### config.mk
export PLATFORM = sky130hd
export DESIGN_NAME = instruction_fetch_unit
export DESIGN_NICKNAME = d
export VERILOG_FILES = /design/src/rtl/instruction_fetch_unit_pkg.sv /design/src/rtl/ifu_prefetch_fifo.sv /design/src/rtl/instruction_fetch_unit.sv
export SDC_FILE = /design/constraint.sdc
export NUM_CORES = 1
export LEC_CHECK = 0
export ABC_CLOCK_PERIOD_IN_PS = 15900
export BUFFER_PORTS_ARGS = -buffer_cell sky130_fd_sc_hd__buf_2
export CAP_MARGIN = 20
export CORE_MARGIN = 5
export CORE_UTILIZATION = 40
export CTS_CLUSTER_DIAMETER = 100
export CTS_CLUSTER_SIZE = 8
export DETAILED_ROUTE_END_ITERATION = 8
export PLACE_DENSITY = 0.71
export SYNTH_ARGS = -nofsm -noshare
export SYNTH_HDL_FRONTEND = slang
export SYNTH_SLANG_ARGS = --single-unit
### constraint.sdc
create_clock -name clk -period 15.9 [get_ports clk]
set_clock_uncertainty 0.05 [all_clocks]
set_input_delay 2.385 -clock clk [delete_from_list [all_inputs] [get_ports clk]]
set_output_delay 2.385 -clock clk [all_outputs]
set_load 0.005 [all_outputs]
### src/rtl/instruction_fetch_unit_pkg.sv
// Shared types and constants for the instruction fetch unit and its prefetch FIFO.
package instruction_fetch_unit_pkg;

  localparam int                 INSTR_W = 32;
  localparam logic [31:0]        PC_INC  = 32'd4;
  localparam logic [INSTR_W-1:0] NOP     = 32'h0;

  typedef enum logic [1:0] {
    IFU_STATE_BOOT   = 2'd0,
    IFU_STATE_RUN    = 2'd1,
    IFU_STATE_SQUASH = 2'd2
  } ifu_state_e;

  typedef struct packed {
    logic [INSTR_W-1:0] instr;
    logic [31:0]        pc4;
  } fetch_entry_t;

  function automatic logic [31:0] align_pc(input logic [31:0] addr);
    return {addr[31:2], 2'b00};
  endfunction

endpackage

### src/rtl/ifu_prefetch_fifo.sv
// Small prefetch FIFO of {instruction, PC+4} pairs with synchronous clear.
// The head entry is presented combinationally; the caller gates it with count != 0.
module ifu_prefetch_fifo
  import instruction_fetch_unit_pkg::*;
#(
  parameter int DEPTH = 2
) (
  input  logic                     clk,
  input  logic                     rst,
  input  logic                     clear,
  input  logic                     push,
  input  fetch_entry_t             push_data,
  input  logic                     pop,
  output logic [$clog2(DEPTH):0]   count,
  output fetch_entry_t             head
);

  localparam int AW = $clog2(DEPTH);
  localparam int CW = AW + 1;

  fetch_entry_t    mem [DEPTH];
  logic [AW-1:0]   wr_ptr;
  logic [AW-1:0]   rd_ptr;
  logic            do_push;
  logic            do_pop;

  // A push into a full FIFO is only legal when the head leaves in the same cycle.
  assign do_pop  = pop && (count != '0);
  assign do_push = push && ((count != CW'(DEPTH)) || do_pop);

  always_ff @(posedge clk) begin
    if (rst || clear) begin
      wr_ptr <= '0;
      rd_ptr <= '0;
      count  <= '0;
    end else begin
      if (do_push) begin
        mem[wr_ptr] <= push_data;
        wr_ptr      <= wr_ptr + AW'(1);
      end
      if (do_pop) begin
        rd_ptr <= rd_ptr + AW'(1);
      end
      case ({do_push, do_pop})
        2'b10:   count <= count + CW'(1);
        2'b01:   count <= count - CW'(1);
        default: count <= count;
      endcase
    end
  end

  assign head = mem[rd_ptr];

endmodule

### src/rtl/instruction_fetch_unit.sv
// IF stage: owns the PC, issues reads to a 1-cycle imem, buffers {instr, PC+4} for IF/ID.
// Optional IFU_PERF_CNT_EN adds fetch_count / squash_count performance counters.
module instruction_fetch_unit
  import instruction_fetch_unit_pkg::*;
#(
  parameter logic [31:0] RESET_PC   = 32'h0000_0000,
  parameter int          FIFO_DEPTH = 2
) (
  input  logic               clk,
  input  logic               rst,
  output logic               imem_en,
  output logic [31:0]        imem_addr,
  input  logic [INSTR_W-1:0] imem_rdata,
  input  logic               redirect_valid,
  input  logic [31:0]        redirect_pc,
  input  logic               id_ready,
  output logic               fetch_valid,
  output logic [INSTR_W-1:0] instructionOut,
  output logic [31:0]        PCPlus4Out
`ifdef IFU_PERF_CNT_EN
  ,
  output logic [31:0]        fetch_count,
  output logic [31:0]        squash_count
`endif
);

  localparam int CW = $clog2(FIFO_DEPTH) + 1;

  ifu_state_e    state_q;
  ifu_state_e    state_d;
  logic [31:0]   pc_q;
  logic [31:0]   inflight_addr_q;
  logic          inflight_q;
  logic          issue;
  logic          push;
  logic          pop;
  logic [CW-1:0] count;
  logic [CW:0]   occupancy;
  fetch_entry_t  push_data;
  fetch_entry_t  head;

  assign fetch_valid = (count != '0);
  assign pop         = fetch_valid & id_ready;
  // The response landing in a redirect cycle belongs to the old path and is dropped.
  assign push        = inflight_q & ~redirect_valid;
  assign push_data   = '{instr: imem_rdata, pc4: inflight_addr_q + PC_INC};
  // Credits: entries held plus the read in flight, minus the one leaving this cycle.
  assign occupancy   = (CW+1)'(count) + (CW+1)'(inflight_q) - (CW+1)'(pop);

  always_ff @(posedge clk) begin
    if (rst) begin
      state_q <= IFU_STATE_BOOT;
    end else begin
      state_q <= state_d;
    end
  end

  always_comb begin
    state_d = state_q;
    issue   = 1'b0;
    case (state_q)
      IFU_STATE_BOOT: begin
        state_d = IFU_STATE_RUN;
      end
      IFU_STATE_RUN, IFU_STATE_SQUASH: begin
        state_d = IFU_STATE_RUN;
        issue   = (occupancy < (CW+1)'(FIFO_DEPTH));
      end
      default: begin
        state_d = IFU_STATE_BOOT;
      end
    endcase
    if (redirect_valid) begin
      state_d = IFU_STATE_SQUASH;
      issue   = 1'b0;
    end
  end

  always_ff @(posedge clk) begin
    if (rst) begin
      pc_q            <= RESET_PC;
      inflight_q      <= 1'b0;
      inflight_addr_q <= 32'h0;
    end else begin
      inflight_q <= issue;
      if (issue) begin
        inflight_addr_q <= pc_q;
      end
      if (redirect_valid) begin
        pc_q <= align_pc(redirect_pc);
      end else if (issue) begin
        pc_q <= pc_q + PC_INC;
      end
    end
  end

  ifu_prefetch_fifo #(
    .DEPTH (FIFO_DEPTH)
  ) u_fifo (
    .clk       (clk),
    .rst       (rst),
    .clear     (redirect_valid),
    .push      (push),
    .push_data (push_data),
    .pop       (pop),
    .count     (count),
    .head      (head)
  );

  assign imem_en        = issue;
  assign imem_addr      = pc_q;
  assign instructionOut = fetch_valid ? head.instr : NOP;
  assign PCPlus4Out     = fetch_valid ? head.pc4   : 32'h0;

`ifdef IFU_PERF_CNT_EN
  always_ff @(posedge clk) begin
    if (rst) begin
      fetch_count  <= 32'h0;
      squash_count <= 32'h0;
    end else begin
      if (push) begin
        fetch_count <= fetch_count + 32'd1;
      end
      if (inflight_q && redirect_valid) begin
        squash_count <= squash_count + 32'd1;
      end
    end
  end
`endif

endmodule

==> run summary <==
### Setup path
• **kind of launch point of the worst setup path** input pin
• **Worst Path Max Fanout** 31
• **class of the most critical setup path** in2out
• **worst endpoint data arrival time** 5.36 ns
• **required time of the critical path** 13.47 ns
• **Critical Path Sink Type** output port

### Power and ir drop
• **Lkg Pwr** 3.63 nW
• **cell-internal power** 0.000806 W
• **switching component of the power** 0.000219 W
• **portion of total power attributed to sequential cells** 0.541
• **sw frac** 0.214
• **Gate power share** 0.051
• **clock share of power** 0.408
• **worst vdd ir** 0.0633 mV
• **power per standard cell area** 102 mW/mm2

### Detailed routing
• **number of DRC violations after detailed-routing iteration 0** 340
• **total wire length** 18.3 mm
• **DRC violations left** 0
• **overall via count from detail_route** 5998
• **via-per-instance ratio** 5.10
• **drt wl/cell** 15.6 um
• **remaining antenna violation count** 0
• **Detailed Routing Iterations Pass 1** 4

### Die
• **horizontal die dimension** 155 um
• **height of the die** 155 um
• **IO Count** 166
• **effective utilization at floorplan** 0.403
• **die area** 0.0240 mm2
• **number of core rows** 53
• **placeable core region** 0.0209 mm2

### Outcome
• **outcome** finished, final reports clean

### STA
• **Final period util** 0.490
• **Max-Slew Margin vs Limit** 0.297
• **setup repair after global routing missed its margin** no
• **final hold vios** 0
• **post-layout minimum cycle time** 7.79 ns
• **top achievable clock speed** 128 MHz
• **Setup Viol. Count Final** 0
• **fin. max-slew vios** 0
• **post-layout worst setup margin** 8.11 ns
• **Total Neg Setup Slack** 0 ns
• **Slew @ Worst Pin** 1.04 ns

### Hold path
• **Tightest Hold Check Type** reg2reg

### Global routing
• **remaining global-route overflow** 0
• **global-route layer with the greatest usage** met2
• **met1 usage** 0.218
• **first-pass GRT wire length** 29.4 mm
• **overall track demand over capacity in global routing** 0.152
• **met2 demand-to-capacity share in global routing** 0.227
• **pin count of the biggest net entering global routing** 67
• **number of antenna violations at the first check in global routing** 0
• **via count of the first global-routing pass** 5619
• **Global Route met3 Usage** 0.0401

### Placement
• **Placer Congestion** 0.772
• **number of buffers added on ports** 159
• **Place WS** 8.11 ns
• **post-detailed-placement cell area** 0.00944 mm2
• **half-perimeter wire length after detailed placement** 12.5 mm

### Logic synthesis
• **mean instance size in the synthesized netlist** 11.3 um2
• **Synth Cell Area** 0.00841 mm2
• **Synth Instances** 745
• **post-synth cell types** 50
• **portion of the post-synthesis area used by sequential elements** 0.605
• **area fraction of the dominant cell type after synthesis** 0.443
• **most area-consuming cells after synthesis** sky130_fd_sc_hd__edfxtp_1 44%, sky130_fd_sc_hd__dfxtp_1 16%, sky130_fd_sc_hd__mux2i_1 7.4%
• **biggest area consumer among synthesized cells** sky130_fd_sc_hd__edfxtp_1
• **FF+latch count, synth** 192
• **warnings from Yosys** 0

### CTS
• **total clock sinks** 192
• **clock latency of the later-clocked register in the worst-skew pair** 0.42 ns
• **Clock Pin Slew Worst Setup and Hold Paths** 0.07 ns
• **clk buf depth** 2
• **master cell of the clock root buffer** sky130_fd_sc_hd__clkbuf_16
• **H-tree depth** 4
• **total of hold buffers inserted after clock tree synthesis** 0
• **clock buffers created by TritonCTS** 17
• **number of buffers added for setup after CTS** 0
• **CTS tree** built
• **post-cts gate resize count** 0

### Cells and area
• **synth-to-layout area growth** 19.4%
• **share of final-layout standard cells stronger than drive strength 1** 0.234
• **Final Instance Area** 0.0100 mm2
• **most frequent standard cell in the layout excluding fill and tap cells** sky130_fd_sc_hd__buf_2
• **# nets final** 962
• **commonest non-fill, non-tap cells in the layout** 159 x sky130_fd_sc_hd__buf_2, 124 x sky130_fd_sc_hd__edfxtp_1, 97 x sky130_fd_sc_hd__nor2_1, 84 x sky130_fd_sc_hd__nand2_1, 67 x sky130_fd_sc_hd__dfxtp_1
• **n_diodes** 0

### Job
• **max-cap violations** 0

==> critical path, cell delays in order <==
cell	delay (ns)
sky130_fd_sc_hd__buf_2	0.11
sky130_fd_sc_hd__and2_1	0.13
sky130_fd_sc_hd__ha_1	0.26
sky130_fd_sc_hd__nand2b_1	0.16
sky130_fd_sc_hd__fa_1	0.38
sky130_fd_sc_hd__xor2_1	0.74
sky130_fd_sc_hd__or3_1	0.87
sky130_fd_sc_hd__inv_1	0.15
sky130_fd_sc_hd__buf_2	0.18
==> path summary, 6_finish.rpt <==
check | cells past startpoint | from | end | slack [ns]
setup reg to reg | 13 | u_fifo.count[1] | inflight_addr_q[5] | 11.29
hold reg to reg | 2 | inflight_addr_q[31] | inflight_addr_q[31] | 0.43
setup / recovery | 9 | id_ready | imem_en | 8.11
hold / removal | 2 | inflight_addr_q[31] | inflight_addr_q[31] | 0.43
==> metal layers <==
layer / vias to the layer above / share of wire
met5: - / 0
met4: 0 / 0.0076
met3: 13 / 0.072
met2: 190 / 0.45
met1: 2806 / 0.47
li1: 2989 / -
==> sequential cells by signal, indices dropped and copies added, names as in the netlist, named ones only <==
| signal | cells |
|---|---|
| inflight_q | 1 |
| u_fifo.count | 2 |
| u_fifo.wr_ptr | 1 |
| inflight_addr_q | 30 |
| state_q | 2 |
| imem_addr | 30 |
| u_fifo.mem | 124 |
| u_fifo.rd_ptr | 1 |
==> cell usage after synthesis (all sizes together) <==
cell type and number:
nor2b 1, a211oi 10, a32o 1, nor2 98, a21oi 34, mux2i 62, nor4b 2, o21ai 6
xor2 10, nor4 9, xnor2 31, or3 9, clkbuf 37, nor3 6, dfxtp 68, or4 11
and4 8, a32oi 2, o211ai 4, and3 8, conb 1, o31ai 6, inv 20, o22a 1
nand4 21, fa 1, or2 2, nor3b 4, ha 5, a311oi 11, nand2b 1, edfxtp 124
a2111oi 4, buf 8, o311ai 1, a31oi 3, nand3 20, nand4b 4, o21bai 2, a31o 2
o31a 1, nand2 84, and2 2
==> power by group through the flow <==
stage                     Sequential, W  Clock [W]  Combinational [W]
after floorplan                0.000561          0          0.0000312
after global placement         0.000565          0          0.0000516
after detailed placement       0.000565          0          0.0000529
after CTS                      0.000554   0.000432          0.0000532
after global routing           0.000556   0.000452          0.0000594
final                          0.000554   0.000419          0.0000526
==> cell families (layout without fill, tap and decap cells) <==
kind of cell,count (synthesis),count (layout),share of synthesized area
other,1,4,0.000446
AND/OR/NAND/NOR,290,290,0.168
flip-flops,192,192,0.605
adder cells (fa/ha/maj),6,6,0.00982
multiplexers,62,62,0.0738
AO/OA/AOI/OAI,88,88,0.0698
buffers and inverters,65,218,0.0312
XOR/XNOR,41,41,0.0427
==> metrics by stage <==
stage | power [W] | utilization | hold WS (ns) | instances
global route | 0.00107 | 0.481 | 0.456 | 1176
floorplan | 0.000592 | - | 0.399 | 748
CTS | 0.00104 | 0.480 | 0.431 | 1175
finish | 0.00103 | 0.481 | 0.426 | 1176
detailed placement | 0.000618 | 0.452 | 0.422 | 1143
global placement | 0.000616 | 0.452 | 0.416 | 1143
==> area by class of cell <==
| type | instances | area [um2] |
|---|---|---|
| fillers | 1910 | 10900 |
| flip-flops and latches | 192 | 5090 |
| multi-input cells | 491 | 3090 |
| repair buffers | 166 | 846 |
| clock buffers | 25 | 518 |
| well taps | 275 | 344 |
| clock inverters | 7 | 76.3 |
| inverters | 20 | 75.1 |
Power figures use the tool's default switching activity.
